File: src/rtl/piezo_pkg.sv
// Shared types and constants for the piezo tone output stage and the note sequencer.
package piezo_pkg;

    typedef enum logic [2:0] {
        IDLE,
        ATTACK,
        DECAY,
        SUSTAIN,
        RELEASE
    } env_state_t;

    localparam int ACC_W_DEF         = 32;
    localparam int INC_W_DEF         = 18;
    localparam int ENV_W_DEF         = 8;
    localparam int ENV_STEP_DEF      = 1000;
    localparam int SUSTAIN_LEVEL_DEF = 192;

    // Phase increments for a 32-bit accumulator; the sequencer indexes these.
    localparam logic [INC_W_DEF-1:0] NOTE_C  = 18'd11237;
    localparam logic [INC_W_DEF-1:0] NOTE_D  = 18'd12613;
    localparam logic [INC_W_DEF-1:0] NOTE_E  = 18'd14157;
    localparam logic [INC_W_DEF-1:0] NOTE_FS = 18'd15891;
    localparam logic [INC_W_DEF-1:0] NOTE_G  = 18'd16836;
    localparam logic [INC_W_DEF-1:0] NOTE_A  = 18'd18898;
    localparam logic [INC_W_DEF-1:0] NOTE_B  = 18'd21212;
    localparam logic [INC_W_DEF-1:0] NOTE_D5 = 18'd25225;

endpackage

File: src/rtl/piezo_pwm_gate.sv
// PWM loudness gate: a free-running counter compared against the envelope level
// chops the square wave; MUTE forces the registered speaker drive low.
module piezo_pwm_gate #(
    parameter int ENV_W = 8
) (
    input  logic             clk_i,
    input  logic             rst_ni,
    input  logic             square_i,
    input  logic [ENV_W-1:0] level_i,
    input  logic             mute_i,
    output logic             speaker_o
);

    logic [ENV_W-1:0] pwm_cnt_q;
    logic             speaker_q;

    // Strict less-than: level 0 never fires, full scale leaves one slot dark.
    always_ff @(posedge clk_i or negedge rst_ni) begin
        if (!rst_ni) begin
            pwm_cnt_q <= '0;
            speaker_q <= 1'b0;
        end else begin
            pwm_cnt_q <= pwm_cnt_q + 1'b1;
            speaker_q <= square_i & (pwm_cnt_q < level_i) & ~mute_i;
        end
    end

    assign speaker_o = speaker_q;

endmodule

File: src/rtl/piezo_tone_envelope.sv
// Tone generator for the piezo speaker: phase-accumulator square wave shaped by an
// ADSR envelope. Note handshake: a note transfers on a clock where NOTE_VALID && NOTE_READY.
module piezo_tone_envelope
    import piezo_pkg::*;
#(
    parameter int ACC_W         = ACC_W_DEF,
    parameter int INC_W         = INC_W_DEF,
    parameter int ENV_W         = ENV_W_DEF,
    parameter int ENV_STEP      = ENV_STEP_DEF,
    parameter int SUSTAIN_LEVEL = SUSTAIN_LEVEL_DEF
) (
    input  logic             USER_CLK,
    input  logic             USER_RST_N,
    input  logic [INC_W-1:0] NOTE_INC,
    input  logic             NOTE_VALID,
    output logic             NOTE_READY,
    input  logic             NOTE_OFF,
    input  logic             MUTE,
    output logic             PIEZO_SPEAKER,
    output logic [ENV_W-1:0] ENV_LEVEL,
    output logic             BUSY,
    output env_state_t       DBG_STATE
);

    localparam int               STEP_W    = (ENV_STEP > 1) ? $clog2(ENV_STEP) : 1;
    localparam logic [STEP_W-1:0] STEP_LAST = STEP_W'(ENV_STEP - 1);
    localparam logic [ENV_W-1:0] FULL_LVL  = '1;
    localparam logic [ENV_W-1:0] SUS_LVL   = ENV_W'(SUSTAIN_LEVEL);

    env_state_t        state_q, state_d;
    logic [ACC_W-1:0]  acc_q, acc_d;
    logic [INC_W-1:0]  inc_q, inc_d;
    logic [ENV_W-1:0]  level_q, level_d;
    logic [STEP_W-1:0] step_q, step_d;
    logic              busy_q;
    logic              accept;
    logic              tick;

    assign NOTE_READY = (state_q != ATTACK);
    assign accept     = NOTE_VALID & NOTE_READY;
    assign tick       = (step_q == STEP_LAST);

    always_ff @(posedge USER_CLK or negedge USER_RST_N) begin
        if (!USER_RST_N) begin
            state_q <= IDLE;
            acc_q   <= '0;
            inc_q   <= '0;
            level_q <= '0;
            step_q  <= '0;
            busy_q  <= 1'b0;
        end else begin
            state_q <= state_d;
            acc_q   <= acc_d;
            inc_q   <= inc_d;
            level_q <= level_d;
            step_q  <= step_d;
            busy_q  <= (state_d != IDLE);
        end
    end

    always_comb begin
        state_d = state_q;
        inc_d   = inc_q;
        level_d = level_q;
        step_d  = tick ? '0 : step_q + 1'b1;

        // An accepted note takes priority over NOTE_OFF and over any envelope tick.
        if (accept) begin
            step_d = '0;
            if (NOTE_INC != '0) begin
                inc_d   = NOTE_INC;
                state_d = ATTACK;
            end else if (state_q != IDLE) begin
                state_d = RELEASE;
            end
        end else begin
            unique case (state_q)
                ATTACK: begin
                    if (tick) begin
                        if (level_q >= FULL_LVL - 1'b1) begin
                            level_d = FULL_LVL;
                            state_d = DECAY;
                        end else begin
                            level_d = level_q + 1'b1;
                        end
                    end
                end
                DECAY: begin
                    if (tick) begin
                        if (level_q <= SUS_LVL + 1'b1) begin
                            level_d = SUS_LVL;
                            state_d = SUSTAIN;
                        end else begin
                            level_d = level_q - 1'b1;
                        end
                    end
                    if (NOTE_OFF) begin
                        state_d = RELEASE;
                    end
                end
                SUSTAIN: begin
                    if (NOTE_OFF) begin
                        state_d = RELEASE;
                    end
                end
                RELEASE: begin
                    if (tick) begin
                        if (level_q <= 1) begin
                            level_d = '0;
                            state_d = IDLE;
                        end else begin
                            level_d = level_q - 1'b1;
                        end
                    end
                end
                default: begin
                    state_d = state_q;
                end
            endcase
        end

        // Phase runs continuously across note changes; it only restarts via IDLE.
        if ((state_q == IDLE) || (state_d == IDLE)) begin
            acc_d = '0;
        end else begin
            acc_d = acc_q + ACC_W'(inc_q);
        end
    end

    piezo_pwm_gate #(
        .ENV_W (ENV_W)
    ) u_pwm_gate (
        .clk_i     (USER_CLK),
        .rst_ni    (USER_RST_N),
        .square_i  (acc_q[ACC_W-1]),
        .level_i   (level_q),
        .mute_i    (MUTE),
        .speaker_o (PIEZO_SPEAKER)
    );

    assign ENV_LEVEL = level_q;
    assign BUSY      = busy_q;
    assign DBG_STATE = state_q;

endmodule
File: config.mk
export PLATFORM = sky130hd
export DESIGN_NAME = piezo_tone_envelope
export DESIGN_NICKNAME = d
export VERILOG_FILES = /design/src/rtl/piezo_pkg.sv /design/src/rtl/piezo_pwm_gate.sv /design/src/rtl/piezo_tone_envelope.sv
export SDC_FILE = /design/constraint.sdc
export NUM_CORES = 1
export LEC_CHECK = 0
export ABC_AREA = 1
export BUFFER_PORTS_ARGS = -buffer_cell sky130_fd_sc_hd__buf_4
export CORE_MARGIN = 1
export CORE_UTILIZATION = 44
export CTS_BUF_LIST = sky130_fd_sc_hd__clkbuf_4 sky130_fd_sc_hd__clkbuf_8
export CTS_CLUSTER_SIZE = 16
export DETAILED_ROUTE_END_ITERATION = 8
export GPL_TIMING_DRIVEN = 0
export PLACE_DENSITY_LB_ADDON = 0.2
export SLEW_MARGIN = 25
export SYNTH_ARGS = -nofsm -noshare
export SYNTH_HDL_FRONTEND = slang
export SYNTH_SLANG_ARGS = --single-unit
File: constraint.sdc
create_clock -name USER_CLK -period 2.4 [get_ports USER_CLK]
set_clock_uncertainty 0.15 [all_clocks]
set_input_delay 0.36 -clock USER_CLK [delete_from_list [all_inputs] [get_ports USER_CLK]]
set_output_delay 0.36 -clock USER_CLK [all_outputs]
set_load 0.1 [all_outputs]
==> metrics.cfg <==
[finish]
drive_gt1_share_pct = 14.0
fill_cells = 1123
area_growth_pct = 13.6
nets = 802
num_antenna_cells = 0
stdcell_count = 895
multi_input_area_um2 = 2880
seqCellArea_um2 = 2040

[yosys]
yosysUniqueCellTypes = 44
syn_avg_cell_area_um2 = 7.56
synth_nets = 753
synth-edff-count = 0
ys_async_sr_fraction_pct = 100
ys_seq_elements = 81
yosysSeqAreaShare_pct = 38.4
yosys_warnings = 0
synth_area_leader_cell = dfrtp_1
synth_most_common_cell = nand2_1
synthCells = 698
netlist_top_cells_area = dfrtp_1 38%, nand2_1 11%, ha_1 7.3%
synth_area_um2 = 5280
synth_ff_type = dfrtp_1
synth_top_area_share_pct = 38.4
yosys-top-cells-count = 158 x nand2_1, 102 x nor2_1, 87 x inv_1

[pwr]
p_seq_share_pct = 30.4
combPwrFrac_pct = 52.8
p_sw_share_pct = 45.3
peakVddDrop_uv = 627
power.density_nw_per_um2 = 1050
pwr-share-clk_pct = 16.8
finalPower_w = 0.00628
intPower_w = 0.00344
switching_power_w = 0.00285
power_leakage_nw = 3.03

[worst_setup_path]
worstSetupEndpointType = flip-flop
path_max_fanout = 4
cp_common_cell = nand2_1
cp_data_arrival_time_ns = 2.42
crit_slowest_cell = dfrtp_1
cp_top_family = simple AND/OR/NAND/NOR gates
start_kind = flip-flop
max_stage_delay_ns = 0.40
critical_path_required_ns = 2.59
critPathBufInv = 0
crit_chain = ha_1, fa_2, nand2_1, nand2_1, and2_1, nand3_1, nand3_2, nand3b_1, nand2_1, nand2_1, nand2_1, nor2_1
rr_startpoint = inc_q[0]
r2r_slack_ns = 0.17
r2r_end = acc_q[28]
setup.worst_path.class = flip-flop to flip-flop
r2r_cells = 12

[sta]
fmax_ghz = 0.448
slew_headroom_pct = 51.3
timing.final.hold_violations = 0
fin_crit_ns = 2.23
fin_crit_sh_pct = 93.1
worst_pin_slew_ns = 0.730
setup_viol = 0
finalMaxSlewViolations = 0

[die]
die_w_um = 112
floorplan.initialDensity_pct = 45.6
die_h_um = 112
placeableCoreArea_um2 = 11600
die-area_um2 = 12400
rows = 39
io_pins = 37

[cts]
cts_tree = done
clockRootBuffer = clkbuf_8
h-tree-depth = 3
cts_buffers = 9
path_clk_slew_ns = 0.09
cts_buffer_depth = 2
post_cts_buffers = 0
cts.sinks = 81
worstSkewPairLatency_ns = 0.40

[global_routing]
grt_pass1_wl_mm = 20.7
grt_pass1_vias = 4654
grt_max_degree = 82
grt_antenna_before_repair = 0
grt_util_all_layers_pct = 20.9
grt_overflow = 0

[routing]
wl_per_cell_um = 13.4
route.detailed.drc = 1
drt_wl_total_mm = 12.0
drt_first_pass_iters = 7
vias = 4585
ant_nets = 0
first_iter_violations = 194
drt-vias-per-instance = 5.12

[placed_design]
gp_congestion = 0.910
dp_cells = 877
io_buffers = 36
hpwl_mm = 9.03

[worst_hold_path]
hold-path-cell-count = 2
hp-class = primary input to flip-flop
worstHoldStart = NOTE_INC[9]
min_to = inc_q[9]

[run_status]
status = finished, violations left
violations = DRC

[run]
cap_violations = 0

[worst register-to-register path: cells and delay by family (launching register included)]
kind / cells / cell delay [ns]
fa+ha+maj: 2 / 0.62
flops: 1 / 0.40
simple gates: 10 / 1.00
[cells in the final DEF, fill, tap and decap left out, drive strengths merged, types with 3 or more instances in the layout]
master and instances:
a22oi 3, buf 42, clkinv 3, inv 90, xor2 14, nand3b 6, o21ai 35, nor2 110
dfrtp 81, clkbuf 11, nand2 164, mux2 8, nand4 10, xnor2 18, nand3 52, a21oi 34
nor3 14, ha 31
[how the worst max path moves through the flow]
stage               cells past startpoint  slack, ns    startpoint           end
floorplan                               7      0.009  DBG_STATE[1]     inc_q[12]
global route                           11      -0.01      inc_q[0]     acc_q[16]
detailed placement                      9       0.05  ENV_LEVEL[0]  ENV_LEVEL[2]
finish                                 12       0.17      inc_q[0]     acc_q[28]
CTS                                    12       0.08      inc_q[0]     acc_q[28]
global placement                        9       0.05  ENV_LEVEL[0]  ENV_LEVEL[2]
[registers in the layout (all words and copies together) (netlist names)]
| name | flops |
|---|---|
| ENV_LEVEL | 8 |
| inc_q | 18 |
| u_pwm_gate.pwm_cnt_q | 8 |
| u_pwm_gate.speaker_o | 1 |
| acc_q | 32 |
| BUSY | 1 |
| step_q | 10 |
| DBG_STATE | 3 |
[final cells by class]
type | count | share of cell area [%]
multi-input cells | 520 | 48.0
flip-flops and latches | 81 | 34.0
repair buffers | 38 | 4.90
plain buffers | 7 | 1.02
clock inverters | 6 | 1.13
clock buffers | 10 | 2.30
well taps | 143 | 2.98
inverters | 90 | 5.72
[layer usage]
layer / wire length (um) / vias up / global-route usage [%]
met4: 308 / 0 / 7.93
met2: 5830 / 77 / 35.7
met1: 5370 / 2133 / 25.0
met5: 0 / - / 0
li1: - / 2352 / -
met3: 462 / 23 / 5.61
[cells by family after synthesis]
| group | after synthesis | share of synthesized area [%] |
|---|---|---|
| simple gates | 365 | 30.6 |
| flops | 81 | 38.4 |
| xor+xnor | 32 | 5.31 |
| buf+inv | 97 | 7.66 |
| mux | 8 | 1.71 |
| compound gates | 83 | 8.58 |
| fa+ha+maj | 32 | 7.73 |
[power by group through the flow]
| stage | registers, W | clock network, W | logic [W] |
|---|---|---|---|
| after global routing | 0.00195 | 0.00114 | 0.00372 |
| after CTS | 0.00191 | 0.00109 | 0.00330 |
| after floorplan | 0.00204 | 0 | 0.00246 |
| after global placement | 0.00193 | 0 | 0.00324 |
| final | 0.00191 | 0.00106 | 0.00332 |
| after detailed placement | 0.00194 | 0 | 0.00327 |
[stage by stage]
step | hold WS (ns) | setup slack, ns | util (%) | setup TNS (ns) | area, um2
5_1_grt | 0.0588 | -0.00965 | 51.9 | -0.0133 | 6000
3_5_place_dp | 0.308 | 0.0543 | 49.6 | 0 | 5740
6_report | 0.0521 | 0.165 | 51.9 | 0 | 6000
4_1_cts | 0.0366 | 0.0754 | 51.5 | 0 | 5950
3_3_place_gp | 0.294 | 0.0513 | 49.6 | 0 | 5740
2_1_floorplan | -0.0856 | 0.00880 | - | 0 | 5290
[what timing repair did]
item,4_1_cts,5_1_grt
hold endpoints to repair,1,81
hold buffers,1,1
setup endpoints to repair,1,12
gates resized for setup,1,9
pin swaps,0,1
cloned,0,0
(Power assumes the default switching activity.)
